`src/rtl/mux10_rr_arbiter_if.sv`:
```
// Bus between the round-robin arbiter, its ten requesters, the external mux10 and the consumer.
interface mux10_rr_arbiter_if #(
  parameter int DATA_W = 16,
  parameter int N_REQ  = 10
);
  logic [N_REQ-1:0]  req;
  logic [N_REQ-1:0]  gnt;
  logic [3:0]        sel;
  logic [DATA_W-1:0] mux_y;
  logic [DATA_W-1:0] out_data;
  logic              out_valid;
  logic              out_ready;
  logic              busy;

  modport master (
    input  req, mux_y, out_ready,
    output gnt, sel, out_data, out_valid, busy
  );

  modport slave (
    output req, mux_y, out_ready,
    input  gnt, sel, out_data, out_valid, busy
  );
endinterface

```
`src/rtl/mux10_rr_arbiter.sv`:
```
// Round-robin arbiter steering an external mux10 and capturing its output into a one-word register.
// Request to out_valid is 2 cycles; out_valid/out_data hold while out_ready is low, new arbitration only after acceptance.
module mux10_rr_arbiter #(
  parameter int DATA_W = 16,
  parameter int N_REQ  = 10
) (
  input  logic               clk,
  input  logic               rst,
  mux10_rr_arbiter_if.master bus
);

  typedef enum logic [1:0] {IDLE, LOAD, SEND} state_t;

  localparam logic [3:0]       LAST = 4'(N_REQ - 1);
  localparam logic [N_REQ-1:0] ONE  = {{(N_REQ-1){1'b0}}, 1'b1};

  state_t     state;
  logic [3:0] ptr;
  logic       win_found;
  logic [3:0] win_idx;

  // Rotating priority search: ptr has highest priority, wrapping past LAST back to 0.
  always_comb begin
    int         cand;
    logic [3:0] cidx;
    win_found = 1'b0;
    win_idx   = '0;
    cand      = 0;
    cidx      = '0;
    for (int k = 0; k < N_REQ; k++) begin
      cand = int'(ptr) + k;
      if (cand >= N_REQ) cand = cand - N_REQ;
      cidx = 4'(cand);
      if (!win_found && bus.req[cidx]) begin
        win_found = 1'b1;
        win_idx   = cidx;
      end
    end
  end

  always_ff @(posedge clk) begin
    if (rst) begin
      state         <= IDLE;
      ptr           <= '0;
      bus.gnt       <= '0;
      bus.sel       <= '0;
      bus.out_data  <= '0;
      bus.out_valid <= 1'b0;
      bus.busy      <= 1'b0;
    end else begin
      case (state)
        IDLE: begin
          bus.gnt <= '0;
          if (win_found) begin
            bus.gnt  <= ONE << win_idx;
            bus.sel  <= win_idx;
            ptr      <= (win_idx == LAST) ? 4'd0 : win_idx + 4'd1;
            bus.busy <= 1'b1;
            state    <= LOAD;
          end
        end
        LOAD: begin
          // sel has been stable for a full cycle, so mux_y reflects the granted input.
          bus.out_data  <= bus.mux_y;
          bus.out_valid <= 1'b1;
          state         <= SEND;
        end
        SEND: begin
          if (bus.out_ready) begin
            bus.out_valid <= 1'b0;
            bus.gnt       <= '0;
            bus.busy      <= 1'b0;
            state         <= IDLE;
          end
        end
        default: begin
          bus.out_valid <= 1'b0;
          bus.gnt       <= '0;
          bus.busy      <= 1'b0;
          state         <= IDLE;
        end
      endcase
    end
  end

endmodule

```
`src/flat_wrapper.sv`:
```
// flat-port wrapper written by rule: the top's interface ports become plain ports
module mux10_rr_arbiter_flat 
#(
  parameter int DATA_W = 16,
  parameter int N_REQ  = 10
)
  (clk, rst, bus_req, bus_mux_y, bus_out_ready, bus_gnt, bus_sel, bus_out_data, bus_out_valid, bus_busy);
  mux10_rr_arbiter_if #(.DATA_W(DATA_W), .N_REQ(N_REQ)) bus_i ();
  input  logic clk;
  input  logic rst;
  input wire logic [$bits(bus_i.req)-1:0] bus_req;
  input wire logic [$bits(bus_i.mux_y)-1:0] bus_mux_y;
  input wire logic [$bits(bus_i.out_ready)-1:0] bus_out_ready;
  output wire logic [$bits(bus_i.gnt)-1:0] bus_gnt;
  output wire logic [$bits(bus_i.sel)-1:0] bus_sel;
  output wire logic [$bits(bus_i.out_data)-1:0] bus_out_data;
  output wire logic [$bits(bus_i.out_valid)-1:0] bus_out_valid;
  output wire logic [$bits(bus_i.busy)-1:0] bus_busy;
  assign bus_i.req = bus_req;
  assign bus_i.mux_y = bus_mux_y;
  assign bus_i.out_ready = bus_out_ready;
  assign bus_gnt = bus_i.gnt;
  assign bus_sel = bus_i.sel;
  assign bus_out_data = bus_i.out_data;
  assign bus_out_valid = bus_i.out_valid;
  assign bus_busy = bus_i.busy;
  mux10_rr_arbiter #(.DATA_W(DATA_W), .N_REQ(N_REQ)) u_core (.clk(clk), .rst(rst), .bus(bus_i));
endmodule
```
`config.mk`:
```
export PLATFORM = sky130hd
export DESIGN_NAME = mux10_rr_arbiter_flat
export DESIGN_NICKNAME = d
export VERILOG_FILES = /design/src/rtl/mux10_rr_arbiter_if.sv /design/src/rtl/mux10_rr_arbiter.sv /design/src/flat_wrapper.sv
export SDC_FILE = /design/constraint.sdc
export NUM_CORES = 1
export LEC_CHECK = 0
export CORE_UTILIZATION = 28
export DETAILED_ROUTE_END_ITERATION = 12
export DONT_BUFFER_PORTS = 1
export GPL_TIMING_DRIVEN = 0
export PLACE_DENSITY_LB_ADDON = 0.3
export SYNTH_ARGS = -nofsm -noshare
export SYNTH_HDL_FRONTEND = slang
export SYNTH_SLANG_ARGS = --single-unit
```
`constraint.sdc`:
```
create_clock -name clk -period 8.8 [get_ports clk]
set_input_delay 1.76 -clock clk [delete_from_list [all_inputs] [get_ports clk]]
set_output_delay 1.76 -clock clk [all_outputs]
set_load 0.005 [all_outputs]
```
==> impl_metrics.tcl, run 1 <==
set metrics [dict create \
    htreeDepth 2 \
    start_util_pct 29.0 \
    drt_iter0_drc 453 \
    layout_common_cells "71 x nand2_1, 41 x a21oi_1, 38 x dfxtp_1, 34 x nor2_1, 23 x ha_1" \
    rsz0062_at_grt "no" \
    vias 4557 \
    routed_wl_um 14900 \
    cts_resized 0 \
    antenna_found_initial 0 \
    wl_per_cell_um 19.2 \
    setup_viol 0 \
    critPathKind "reg -> reg" \
    layout.cells.non_filler 778 \
    viasPerCell 5.86 \
    design.portCount 61 \
    rows 45 \
    gp_congestion 1.02 \
    ant_nets 0 \
    grt_pass1_wl_um 23000 \
    drive_above_1_share_pct 14.3 \
    ys_async_sr_fraction_pct 0 \
    status "completed" \
    netlist_instances 559 \
    clkSlewWorstSetupHoldPaths_ns 0.06 \
    finalCritPeriodShare_pct 71.7 \
    clock_sinks 38 \
    synth_area_per_cell_um2 7.98 \
    coreArea_mm2 0.0154 \
    yosys_warnings 0 \
    drc 0 \
    dpl.cell_count 770 \
    cts_setup_buffers 0 \
    portBuffers 0 \
    cts_inserted_buffers 5 \
    end_kind "flip-flop" \
    holdCritPathClass "reg -> reg" \
    first_pass_iters 5 \
    skew_ns 0.00365 \
    final.setup.tns_ns 0 \
    ys_types 97 \
    critPathMaxFanout 16 \
    worstPathArrival_ns 6.48 \
    tightestPinTransition_ns 0.855 \
    clock_latency_ns 0.28 \
    synth_seq_area_share_pct 17.0 \
    yosys-top-cells-area "dfxtp_1 17%, ha_1 6.4%, nand2_1 6.0%" \
    die_x_um 128 \
    cts-root-buf "clkbuf_16" \
    cts_buffer_depth 2 \
    cts_tree "done" \
    grt_use_total_pct 17.9 \
    postCtsHoldBufs 0 \
    hold_viol 0 \
    crit_required_ns 8.97 \
    yosysTopAreaCell "dfxtp_1" \
    final_common_cell "nand2_1" \
    maxSlewViolCount 0 \
    syn_area_mm2 0.00446 \
    antenna-diode-count 0 \
    grt_pass1_vias 4279 \
    synth_nets 612 \
    grt_max_degree 17 \
    hpwl_um 11600 \
    synthToLayoutAreaGrowth_pct 9.11 \
    nets 619 \
    max_freq_mhz 158 \
    die-area_mm2 0.0164 \
    ys.flop_type "dfxtp_1" \
    ys_ff_latch 38 \
    die_h_um 128 \
    startpoint_type "flip-flop" \
    netlist.area_leader.share_pct 17.0 \
    drv_cap 0 \
    slew_headroom_pct 43.0 \
    grt-ovfl-total 0 \
    period_needed_ns 6.31 \
    synth-edff-count 0 \
]
through the flow:
step	util, %	hold slack, ns	instance area [µm²]	setup slack [ns]
after global routing	31.7	0.490	4870	2.07
after global placement	30.7	0.466	4730	2.66
after detailed placement	30.7	0.470	4730	2.57
final	31.7	0.476	4870	2.49
after CTS	31.7	0.479	4870	2.57
after floorplan	-	0.445	4460	4.00
state kept, by name, indices dropped and copies added (netlist names):
register / cells
u_core.bus.out_valid: 1
u_core.state: 2
u_core.bus.busy: 1
u_core.ptr: 4
u_core.bus.out_data: 16
u_core.bus.sel: 4
u_core.bus.gnt: 10
critical path: stages, from the launching register on:
cell and delay [ns]:
dfxtp_1 0.52, clkbuf_1 0.33, inv_1 0.14, clkbuf_1 0.40
ha_1 0.53, clkbuf_1 0.27, inv_1 0.18, clkbuf_1 0.52
ha_1 0.39, nor2b_1 0.07, mux2_2 0.29, o221ai_1 0.33
o21ai_1 0.12, nor3_2 0.57, o21ai_0 0.36, a31oi_1 0.25
o211ai_1 0.14, a22o_1 0.39, a21o_1 0.21, a31o_1 0.20
cells by family (layout without fill, tap and decap cells):
group,Yosys count,after routing,share of synthesized area (%)
AO/OA/AOI/OAI,182,182,31.7
XOR/XNOR,14,14,3.51
adder cells (fa/ha/maj),24,24,6.90
buffers and inverters,53,61,5.38
flip-flops,38,38,17.0
multiplexers,43,43,11.5
AND/OR/NAND/NOR,205,205,24.0
final timing paths:
path	from	endpoint	slack (ns)	depth (start not counted)
setup / recovery	u_core.ptr[1]	u_core.ptr[3]	2.49	19
hold / removal	u_core.bus.gnt[9]	u_core.bus.gnt[9]	0.48	2
setup reg to reg	u_core.ptr[1]	u_core.ptr[3]	2.49	19
hold reg to reg	u_core.bus.gnt[9]	u_core.bus.gnt[9]	0.48	2
area by class of cell:
type                            instances  area [µm²]
Buffer                                 32         161
Clock buffer                            6         129
Clock inverter                          2        13.8
Fill cell                            1639       10500
Inverter                               21        78.8
Multi-Input combinational cell        468        3460
Sequential cell                        38         761
Tap cell                              211         264
routing by layer:
metal | GRT usage [%] | vias up | wire length (µm) | part of all wire, %
li1 | - | 2131 | - | -
met5 | 0 | - | 0 | 0
met2 | 28.6 | 224 | 6610 | 44
met4 | 6.92 | 0 | 518 | 3.5
met3 | 3.26 | 42 | 1260 | 8.4
met1 | 23.8 | 2160 | 6560 | 44
Yosys cell counts, types with 5 or more instances:
cell type	n
a211o_1	7
a211oi_1	5
a21o_1	14
a21oi_1	41
a31oi_1	5
a32o_1	5
and2_1	5
and3_1	5
buf_2	6
clkbuf_1	18
dfxtp_1	38
ha_1	23
inv_1	17
mux2_2	15
mux2i_1	21
nand2_1	71
nand2b_1	9
nand3_1	16
nor2_1	34
nor2b_1	6
nor3_1	14
o211ai_1	12
o21ai_0	15
o21ai_1	5
or3_1	8
xnor2_1	10
Power of run 1 is not shown: default switching activity piles up to over one toggle a cycle in this logic, so the estimate is an artifact.
==> run 2: changes to the inputs <==
Clock period 8.8 ns to 5.78 ns, I/O delays scaled along.
==> run 2 against run 1 <==
Compared with the run above:
- via count is 1.1% lower
- die area stayed put
- largest cell class unchanged
- cell count stayed put
- design area is 0.54% higher
- worst hold slack hardly changed
- flip-flop and latch count stayed put
- sequential share of layout area is 0.084 points lower
- fmax is 16% higher
- utilization is 0.17 points higher
==> impl_metrics.tcl, run 2 (same netlist as run 1, synthesis figures left out) <==
set metrics [dict create \
    crit_required_ns 5.95 \
    max_freq_mhz 184 \
    slew_headroom_pct 57.0 \
    holdWs_ns 0.476 \
    layout.cells.non_filler 778 \
    vias 4509 \
    die_x_um 128 \
    cts_buffer_depth 2 \
    fill_cells 1634 \
    largest_reg_flops 16 \
    r2r_setup_slack_ns 0.35 \
    clock_sinks 38 \
    hold_viol 0 \
    ant_nets 0 \
    clock_latency_ns 0.28 \
    drive_above_1_share_pct 15.3 \
    postCtsHoldBufs 0 \
    grt_pass1_vias 4276 \
    worstPathArrival_ns 5.60 \
    critPathMaxFanout 11 \
    startpoint_type "flip-flop" \
    end_kind "flip-flop" \
    routed_wl_um 15000 \
    first_pass_iters 5 \
    drc 0 \
    antenna_found_initial 0 \
    r2r_start "u_core.ptr[1]" \
    cts_inserted_buffers 5 \
    gp_congestion 1.02 \
    top_regs "u_core.bus.out_data: 16 flops, u_core.bus.gnt: 10 flops" \
    htreeDepth 2 \
    nets 619 \
    start_util_pct 29.0 \
    rows 45 \
    maxSlewViolCount 0 \
    critPathKind "reg -> reg" \
    cp_top_family "compound AO/OA/AOI/OAI gates" \
    cpPeakStageDelay_ns 0.53 \
    grt_use_total_pct 18.0 \
    status "completed" \
    dpl.cell_count 770 \
    path_buf_inv 6 \
    min_from "u_core.bus.gnt[9]" \
    drt_iter0_drc 472 \
    synthToLayoutAreaGrowth_pct 9.70 \
    grt_pass1_wl_um 23100 \
    design.portCount 61 \
    portBuffers 0 \
    rr_endpoint "u_core.bus.gnt[6]" \
    skew_ns 0.00317 \
    cts-root-buf "clkbuf_16" \
    slowest_stage "dfxtp_1" \
    regMostFlops "u_core.bus.out_data" \
    hold_end "u_core.bus.gnt[9]" \
    hpwl_um 11600 \
    reg2regPathDepth 18 \
    layout_common_cells "71 x nand2_1, 41 x a21oi_1, 38 x dfxtp_1, 33 x nor2_1, 23 x ha_1" \
    setup_viol 0 \
    path_cells "clkbuf_1, clkinvlp_4, ha_1, clkbuf_2, inv_1, clkbuf_2, ha_1, clkbuf_1, a21boi_0, o21ai_0, xnor2_1, nor2_1, a221o_1, o32a_1, o21ai_1, a22o_1, nor2_1, a32o_1" \
    viasPerCell 5.80 \
    drv_cap 0 \
    finalCritPeriodShare_pct 94.0 \
    grt-ovfl-total 0 \
    wl_per_cell_um 19.3 \
    hold_path_depth 2 \
    holdCritPathClass "reg -> reg" \
    antenna-diode-count 0 \
    die_h_um 128 \
    rsz0062_at_grt "no" \
    coreArea_mm2 0.0154 \
    grt_max_degree 18 \
    die-area_mm2 0.0164 \
    period_needed_ns 5.43 \
    cts_tree "done" \
    tightestPinTransition_ns 0.644 \
    clkSlewWorstSetupHoldPaths_ns 0.06 \
    final_common_cell "nand2_1" \
]
run 2: changes by cell type in the layout (fill, tap and decap cells not counted), sizes merged:
cell / before / now
inv: 21 / 20
clkinvlp: 0 / 1
clkbuf: 24 / 23
buf: 14 / 15
run 2: how the worst max path moves through the flow:
stage	start	end	slack [ns]	cells past startpoint
after floorplan	u_core.ptr[1]	u_core.ptr[3]	0.98	19
after global placement	u_core.ptr[1]	u_core.ptr[3]	-0.36	19
after detailed placement	u_core.ptr[1]	u_core.ptr[2]	-0.45	21
after CTS	u_core.ptr[1]	u_core.ptr[2]	0.09	20
after global routing	u_core.ptr[1]	u_core.ptr[2]	0.03	19
final	u_core.ptr[1]	u_core.bus.gnt[6]	0.35	18
run 2: what timing repair did:
action / CTS / global route
endpoints found under the hold margin: 0 / 0
gates resized for setup: 3 / 5
setup buffers: 1 / 0
endpoints found under the setup margin: 18 / 19
run 2: layout make-up:
class,instances,area (µm²),share of cell area [%]
multi-input combinational,468,3480,71.0
sequential,38,761,15.5
tap,211,264,5.39
buffer,31,160,3.27
clock buffer,6,129,2.63
inverter,21,82.6,1.69
clock inverter,2,13.8,0.281
timing repair buffer,1,7.51,0.153
run 2: worst register-to-register path: stages, from the launching register on:
cell and delay, ns:
dfxtp_1 0.53, clkbuf_1 0.39, clkinvlp_4 0.19, ha_1 0.40
clkbuf_2 0.24, inv_1 0.15, clkbuf_2 0.30, ha_1 0.26
clkbuf_1 0.34, a21boi_0 0.22, o21ai_0 0.11, xnor2_1 0.42
nor2_1 0.13, a221o_1 0.41, o32a_1 0.18, o21ai_1 0.22
a22o_1 0.45, nor2_1 0.12, a32o_1 0.28
run 2: through the flow:
step / utilization [%] / TNS (ns) / worst slack [ns] / instance area, µm²
5_1_grt: 31.8 / 0 / 0.0340 / 4890
4_1_cts: 31.8 / 0 / 0.0906 / 4890
6_report: 31.8 / 0 / 0.347 / 4890
3_3_place_gp: 30.7 / -3.85 / -0.360 / 4730
2_1_floorplan: - / 0 / 0.979 / 4460
3_5_place_dp: 30.7 / -5.59 / -0.447 / 4730
run 2: layer usage:
| metal | wire length [µm] | global-route usage [%] | share of wire [%] |
|---|---|---|---|
| met5 | 0 | 0 | 0 |
| met3 | 1170 | 3.26 | 7.8 |
| met2 | 6720 | 28.8 | 45 |
| met1 | 6680 | 23.9 | 44 |
| met4 | 448 | 6.51 | 3.0 |
Power of run 2 is left out for the same reason.
